## src/rtl/debounce_pkg.sv

```systemverilog
// -----------------------------------------------------------------------------
// debounce_pkg
// Shared types and constants for signal_debouncer.
//   state_t            : debounce FSM states
//   DEF_STABLE_CYCLES  : default qualification window (synchronised samples)
//   DEF_SYNC_STAGES    : default synchroniser depth
//   GLITCH_MAX         : saturation value of the rejected-transition counter
//   glitch_sat_inc()   : saturating +1 used by the optional glitch counter
// -----------------------------------------------------------------------------
package debounce_pkg;

  typedef enum logic [1:0] {
    S_LOW,
    S_RISE_CHK,
    S_HIGH,
    S_FALL_CHK
  } state_t;

  localparam int unsigned DEF_STABLE_CYCLES = 16;
  localparam int unsigned DEF_SYNC_STAGES   = 2;
  localparam logic [7:0]  GLITCH_MAX        = 8'hFF;

  function automatic logic [7:0] glitch_sat_inc(input logic [7:0] value);
    return (value == GLITCH_MAX) ? value : value + 8'd1;
  endfunction

endpackage

```

## src/rtl/sync_chain.sv

```systemverilog
// -----------------------------------------------------------------------------
// sync_chain
// Reset-to-0 flop chain bringing an asynchronous level into the clk domain.
// Ports:
//   clk        : system clock, posedge
//   rst        : synchronous reset, active-high
//   signal_in  : raw asynchronous input
//   sync_q     : output of the last synchroniser stage
// -----------------------------------------------------------------------------
module sync_chain #(
  parameter int unsigned STAGES = 2
) (
  input  logic clk,
  input  logic rst,
  input  logic signal_in,
  output logic sync_q
);

  logic [STAGES-1:0] stage;

  // NOTE: sequential state is always written with non-blocking assignments so
  // every flop samples the pre-edge value of its neighbour.
  always_ff @(posedge clk) begin
    if (rst) begin
      stage <= '0;
    end else begin
      stage <= {stage[STAGES-2:0], signal_in};
    end
  end

  assign sync_q = stage[STAGES-1];

endmodule

```

## src/rtl/signal_debouncer.sv

```systemverilog
// -----------------------------------------------------------------------------
// signal_debouncer
// Synchronises a raw level, then accepts a level change only after
// STABLE_CYCLES consecutive identical synchronised samples. Produces a clean
// level plus single-cycle rise/fall strobes coincident with the level change.
// Latency: first edge sampling a new stable level = k; signal_out changes at
// edge k + SYNC_STAGES + STABLE_CYCLES - 1.
// Ports:
//   clk           : system clock, posedge
//   rst           : synchronous reset, active-high, highest priority
//   signal_in     : raw asynchronous input
//   signal_out    : debounced level (registered)
//   rise_pulse    : 1-cycle strobe on an accepted 0->1 change
//   fall_pulse    : 1-cycle strobe on an accepted 1->0 change
//   glitch_count  : saturating count of aborted qualifications
//                   (present only when DEBOUNCE_GLITCH_CNT_EN is defined)
// Build option: DEBOUNCE_GLITCH_CNT_EN
// -----------------------------------------------------------------------------
module signal_debouncer
  import debounce_pkg::*;
#(
  parameter int unsigned STABLE_CYCLES = DEF_STABLE_CYCLES,
  parameter int unsigned SYNC_STAGES   = DEF_SYNC_STAGES
) (
  input  logic       clk,
  input  logic       rst,
  input  logic       signal_in,
  output logic       signal_out,
  output logic       rise_pulse,
  output logic       fall_pulse
`ifdef DEBOUNCE_GLITCH_CNT_EN
  ,
  output logic [7:0] glitch_count
`endif
);

  localparam int unsigned CNT_W = $clog2(STABLE_CYCLES + 1);
  localparam logic [CNT_W-1:0] CNT_LAST = CNT_W'(STABLE_CYCLES - 1);
  localparam logic [CNT_W-1:0] CNT_ONE  = CNT_W'(1);

  if (STABLE_CYCLES < 2) begin : g_bad_stable
    $error("signal_debouncer: STABLE_CYCLES must be >= 2");
  end
  if (SYNC_STAGES < 2) begin : g_bad_sync
    $error("signal_debouncer: SYNC_STAGES must be >= 2");
  end

  logic             sync_q;
  state_t           state;
  logic [CNT_W-1:0] cnt;

  sync_chain #(
    .STAGES(SYNC_STAGES)
  ) u_sync (
    .clk      (clk),
    .rst      (rst),
    .signal_in(signal_in),
    .sync_q   (sync_q)
  );

  // Entering a CHK state already counts the first new sample (cnt=1), so the
  // accept fires on the STABLE_CYCLES-th consecutive sample. Any contrary
  // sample drops straight back with cnt cleared: no partial credit.
  always_ff @(posedge clk) begin
    if (rst) begin
      state        <= S_LOW;
      cnt          <= '0;
      signal_out   <= 1'b0;
      rise_pulse   <= 1'b0;
      fall_pulse   <= 1'b0;
`ifdef DEBOUNCE_GLITCH_CNT_EN
      glitch_count <= '0;
`endif
    end else begin
      rise_pulse <= 1'b0;
      fall_pulse <= 1'b0;
      unique case (state)
        S_LOW: begin
          if (sync_q) begin
            state <= S_RISE_CHK;
            cnt   <= CNT_ONE;
          end
        end
        S_RISE_CHK: begin
          if (!sync_q) begin
            state <= S_LOW;
            cnt   <= '0;
`ifdef DEBOUNCE_GLITCH_CNT_EN
            glitch_count <= glitch_sat_inc(glitch_count);
`endif
          end else if (cnt == CNT_LAST) begin
            state      <= S_HIGH;
            cnt        <= '0;
            signal_out <= 1'b1;
            rise_pulse <= 1'b1;
          end else begin
            cnt <= cnt + CNT_ONE;
          end
        end
        S_HIGH: begin
          if (!sync_q) begin
            state <= S_FALL_CHK;
            cnt   <= CNT_ONE;
          end
        end
        S_FALL_CHK: begin
          if (sync_q) begin
            state <= S_HIGH;
            cnt   <= '0;
`ifdef DEBOUNCE_GLITCH_CNT_EN
            glitch_count <= glitch_sat_inc(glitch_count);
`endif
          end else if (cnt == CNT_LAST) begin
            state      <= S_LOW;
            cnt        <= '0;
            signal_out <= 1'b0;
            fall_pulse <= 1'b1;
          end else begin
            cnt <= cnt + CNT_ONE;
          end
        end
        default: begin
          state <= S_LOW;
          cnt   <= '0;
        end
      endcase
    end
  end

endmodule

```

## config.mk

```make
export PLATFORM = sky130hd
export DESIGN_NAME = signal_debouncer
export DESIGN_NICKNAME = d
export VERILOG_FILES = /design/src/rtl/debounce_pkg.sv /design/src/rtl/sync_chain.sv /design/src/rtl/signal_debouncer.sv
export SDC_FILE = /design/constraint.sdc
export NUM_CORES = 1
export LEC_CHECK = 0
export CELL_PAD_IN_SITES_DETAIL_PLACEMENT = 1
export CELL_PAD_IN_SITES_GLOBAL_PLACEMENT = 2
export CORE_UTILIZATION = 37
export CTS_BUF_LIST = sky130_fd_sc_hd__clkbuf_2
export CTS_CLUSTER_DIAMETER = 50
export DETAILED_ROUTE_END_ITERATION = 8
export GPL_TIMING_DRIVEN = 0
export PLACE_DENSITY_LB_ADDON = 0.1
export SLEW_MARGIN = 20
export SYNTH_ARGS = -nofsm -noshare
export SYNTH_HDL_FRONTEND = slang
export SYNTH_HIERARCHICAL = 1
export SYNTH_SLANG_ARGS = --single-unit
```

## constraint.sdc

```tcl
create_clock -name clk -period 2.25 [get_ports clk]
set_input_delay 0.3375 -clock clk [delete_from_list [all_inputs] [get_ports clk]]
set_output_delay 0.3375 -clock clk [all_outputs]
set_load 0.05 [all_outputs]
```

Word level (Yosys, flattened, before mapping)
Cells that the tools add are included.
W data, S select, Z words.
- flip-flop bits (word level): 12
- bits of input ports: 3
- output and inout bits: 3
- $add $sub $neg: 1
- eq/ne operators: 12
- muxes and demuxes: 19
- bitwise gates (word level): 3
- reductions and logical operators: 7
- operators with widths (kind ; number):
    $mux W5 ; 5
    $pmux W5 S4 ; 1
    $mux W2 ; 6
    $ne A2 B2 Y1 const B ; 4
    $pmux W2 S4 ; 1
    $reduce_or A3 Y1 ; 2
    $add A5 B1 Y5 const B ; 1
    $eq A5 B4 Y1 const B ; 1
    $mux W1 ; 5
    $reduce_and A5 Y1 ; 1
    $eq A2 B2 Y1 const B ; 2
    $ne A2 B1 Y1 const B ; 2
    $reduce_and A4 Y1 ; 1
    $ne A3 B2 Y1 const B ; 1
    $ne A3 B3 Y1 const B ; 1
    $not A1 Y1 ; 3
    $eq A2 B1 Y1 const B ; 1
    $logic_not A2 Y1 ; 1
    $pmux W1 S2 ; 1
    $reduce_and A2 Y1 ; 1
    $reduce_bool A2 Y1 ; 1

Logic depth before layout (Yosys ltp)
- word-level depth: 4
- depth in mapped cells: 4
- gate-level depth less buffers: 4

Cells and area by module
Netlist, hierarchy kept.
- modules (own cells, without submodules) (module ; instances ; cells each ; area an instance (sq um)):
    signal_debouncer ; 1 ; 52 ; 473.0
    sync_chain ; 1 ; 4 ; 52.6

Worst setup path after synthesis
OpenSTA, ideal clock, no wires.
- kind: register to register
- start point: reg cnt[0]
- end point: reg signal_out
- setup time: 0.095 ns
- arrival time: 1.095 ns
- required time: 2.155 ns
- path slack: 1.059 ns
- cell stages (with the launch flop): 5
- buffers on the path: 0
- clock period less this slack: 1.191 ns
- cell sequence: dfxtp_1 -> ha_1 -> and4b_1 -> nand2_1 -> o311ai_1
- longest elaborated chain between the ends: 3
- elaborated cells on any way between the ends: 4
- those cells by class: eq/ne (3); reduce/logical (1)
- ends and longest elaborated chain (element ; line ; RTL):
    start: declaration ; signal_debouncer.sv:50 ; logic [CNT_W-1:0] cnt;
    start signal: assignment ; signal_debouncer.sv:97 ; cnt <= cnt + CNT_ONE;
    start signal: assignment ; signal_debouncer.sv:119 ; cnt <= cnt + CNT_ONE;
    $eq A5 B4 Y1 (*) ; signal_debouncer.sv:91, signal_debouncer.sv:113 ;
    $ne A2 B2 Y1 (no source line) ; - ;
    $reduce_and A5 Y1 (no source line) (*) ; - ;
    end signal: assignment ; signal_debouncer.sv:68 ; signal_out <= 1'b0;
    end signal: assignment ; signal_debouncer.sv:94 ; signal_out <= 1'b1;
    end signal: assignment ; signal_debouncer.sv:116 ; signal_out <= 1'b0;
    end: declaration ; signal_debouncer.sv:28 ; output logic signal_out,
Mark *: on every way between the ends. The rest lies on a longest branch, timed or not.
A chain may end at the register's enable or synchronous reset.

Worst setup path after layout
- start point: reg signal_out
- end point: out signal_out
No word-level cell between the ends.

==> impl_metrics.json <==
{
  "fin_crit_sh_pct": 79.3,
  "crit_path_start": "signal_out",
  "ant_nets": 0,
  "grt_pass1_vias": 407,
  "netlist_instances": 56,
  "yosysMostFrequentCell": "dfxtp_1",
  "min_period_ns": 1.78,
  "synth_nets": 60,
  "crit-reg2reg-launch": "cnt[0]",
  "finalSetupViolCount": 0,
  "synth_top_area_cell": "dfxtp_1",
  "synthTopCellsByArea": "dfxtp_1, nor2b_1, nand3_1",
  "antenna_found_initial": 0,
  "cp-start-kind": "flop",
  "n_antenna_cell": 0,
  "synth_edf_count": 0,
  "p_clk_share_pct": 29.9,
  "cts_buffer_depth": 2,
  "cts_resized": 0,
  "end_kind": "primary output",
  "ioPinCount": 6,
  "p_sw_share_pct": 27.0,
  "min_from": "u_sync/stage[0]",
  "dr.pass1.iters": 3,
  "status": "finished clean",
  "fmax_ghz": 0.560,
  "cts.clk_slew.worst_paths_ns": 0.12,
  "final_cells": 80,
  "grtUsageTotal_pct": 17.6,
  "via_count": 444,
  "die_area_um2": 1570,
  "critPathTopFamily": "buffers and inverters",
  "synthTopCellsByCount": "dfxtp_1, nand2_1, nand3_1, nor2b_1",
  "p_switching_uw": 101,
  "overflow": 0,
  "postCtsHoldBufs": 0,
  "cp.required_ns": 1.91,
  "ys_warn_count": 6,
  "via_per_inst": 5.55,
  "post_drt_wl_per_cell_um": 13.2,
  "drive_gt1_share_pct": 9.23,
  "drv_cap": 0,
  "cp.buffers_inverters": 1,
  "netlist_area_um2": 526,
  "die_h_um": 39.7,
  "ir_drop_uv": 230,
  "finClkSkew_ns": 0.00491,
  "cts_tree": "done",
  "path_cells": "clkdlybuf4s50_1",
  "power_frac_seq_pct": 59.9,
  "pwr-share-comb_pct": 10.2,
  "p_leak_nw": 0.234,
  "synth_ff_type": "dfxtp_1",
  "drc": 0,
  "grt_pass1_wl_um": 1800,
  "drv_slew": 0,
  "rsz0062_at_grt": "no",
  "nNetsFinal": 70,
  "seq_area_frac_synth_pct": 45.7,
  "cts_made_buffers": 3,
  "synthArstFlopShare_pct": 0,
  "htree_levels": 1,
  "insertion_delay_ns": 0.26,
  "crit_fanout": 3,
  "intPower_uw": 272,
  "num_rows": 13,
  "worstHoldPathType": "reg -> reg",
  "start_util_pct": 39.9,
  "tns_ns": 0,
  "gp_congestion": 0.654,
  "clockRootBuffer": "clkbuf_2",
  "grt_max_degree": 11,
  "power.density_nw_per_um2": 609,
  "critPathSlowestCell": "clkdlybuf4s50_1",
  "worst_slew_pin_slew_ns": 0.490,
  "cpPeakStageDelay_ns": 0.81,
  "hold_violations": 0,
  "die-width_um": 39.7,
  "dp.cells": 76,
  "routed_wl_um": 1060,
  "core_area_um2": 1320,
  "cts_setup_buffers": 0,
  "slew_headroom_pct": 67.3,
  "io_buffers": 5,
  "place_hpwl_um": 773,
  "avgSynthCellArea_um2": 9.38,
  "netlist-cell-type-count": 27,
  "syn_to_final_growth_pct": 16.7,
  "path_class": "reg -> out",
  "cts.sinks": 12,
  "ys_ff_latch": 12,
  "arrival_ns": 1.45,
  "drtIter0Drc": 3,
  "synth_top_area_share_pct": 45.7
}
[through the flow]
stage | utilization, % | setup slack [ns] | hold slack, ns | power (mW) | cell area (um2)
6_report | 46.5 | 0.466 | 0.458 | 0.373 | 613
3_5_place_dp | 45.1 | 0.512 | 0.432 | 0.267 | 594
4_1_cts | 46.5 | 0.443 | 0.460 | 0.379 | 613
3_3_place_gp | 45.1 | 0.514 | 0.418 | 0.266 | 594
5_1_grt | 46.5 | 0.400 | 0.492 | 0.392 | 613
2_1_floorplan | - | 1.06 | 0.409 | 0.252 | 526
[kinds of logic after synthesis]
| logic type | after synthesis | synth area share (%) |
|---|---|---|
| AO/OA/AOI/OAI | 12 | 16.2 |
| XOR/XNOR | 1 | 3.10 |
| adder cells (fa/ha/maj) | 1 | 2.38 |
| buffers and inverters | 5 | 3.81 |
| flip-flops | 12 | 45.7 |
| AND/OR/NAND/NOR | 25 | 28.8 |
[power groups by stage]
stage | Clock (mW) | Sequential [mW] | Combinational (mW)
3_3_place_gp | 0 | 0.228 | 0.0380
6_report | 0.112 | 0.223 | 0.0382
2_1_floorplan | 0 | 0.238 | 0.0145
4_1_cts | 0.117 | 0.223 | 0.0386
3_5_place_dp | 0 | 0.228 | 0.0386
5_1_grt | 0.126 | 0.224 | 0.0419
[final cells by class]
type                       count  area [um2]
inverter                       3        11.3
clock inverter                 1        3.75
sequential                    12         240
buffer                         2        8.76
timing repair buffer           5        50.0
multi-input combinational     39         265
clock buffer                   3        15.0
fill                         163         704
tap                           15        18.8
[worst register-to-register path, delay by kind of cell (launching register included)]
family | cells | cell delay, ns
compound gates | 1 | 0.28
fa+ha+maj | 1 | 0.26
flops | 1 | 0.40
simple gates | 2 | 0.39
[worst paths after layout]
check	end	slack (ns)	depth (start not counted)
worst min-delay path	u_sync/stage[1]	0.46	1
worst max register to register	signal_out	0.84	4
worst min register to register	u_sync/stage[1]	0.46	1
worst max-delay path	signal_out	0.47	1
[state kept, by name (all words and copies together) (netlist names), named ones only]
signal	count
u_sync/stage	2
cnt	5
state	1
rise_pulse	1
signal_out	1
fall_pulse	1
[metal layers]
metal / track usage [%] / vias up / part of all wire [%]
met5: 0 / - / 0
met4: 10.3 / 0 / 0
met3: 3.41 / 0 / 2.7
met2: 26.2 / 8 / 44
met1: 22.9 / 211 / 53
li1: - / 225 / -
[layout by cell type, fill, tap and decap left out, drive strengths merged, types with 2 or more instances in the layout]
master and count:
dfxtp 12, clkdlybuf4s50 5, nand2 4, nand3 4
nor2b 4, clkbuf 4, inv 3, o21ai 3
a21oi 3, o211ai 3, nand4 2, nand2b 2
Power figures use the tool's default switching activity.
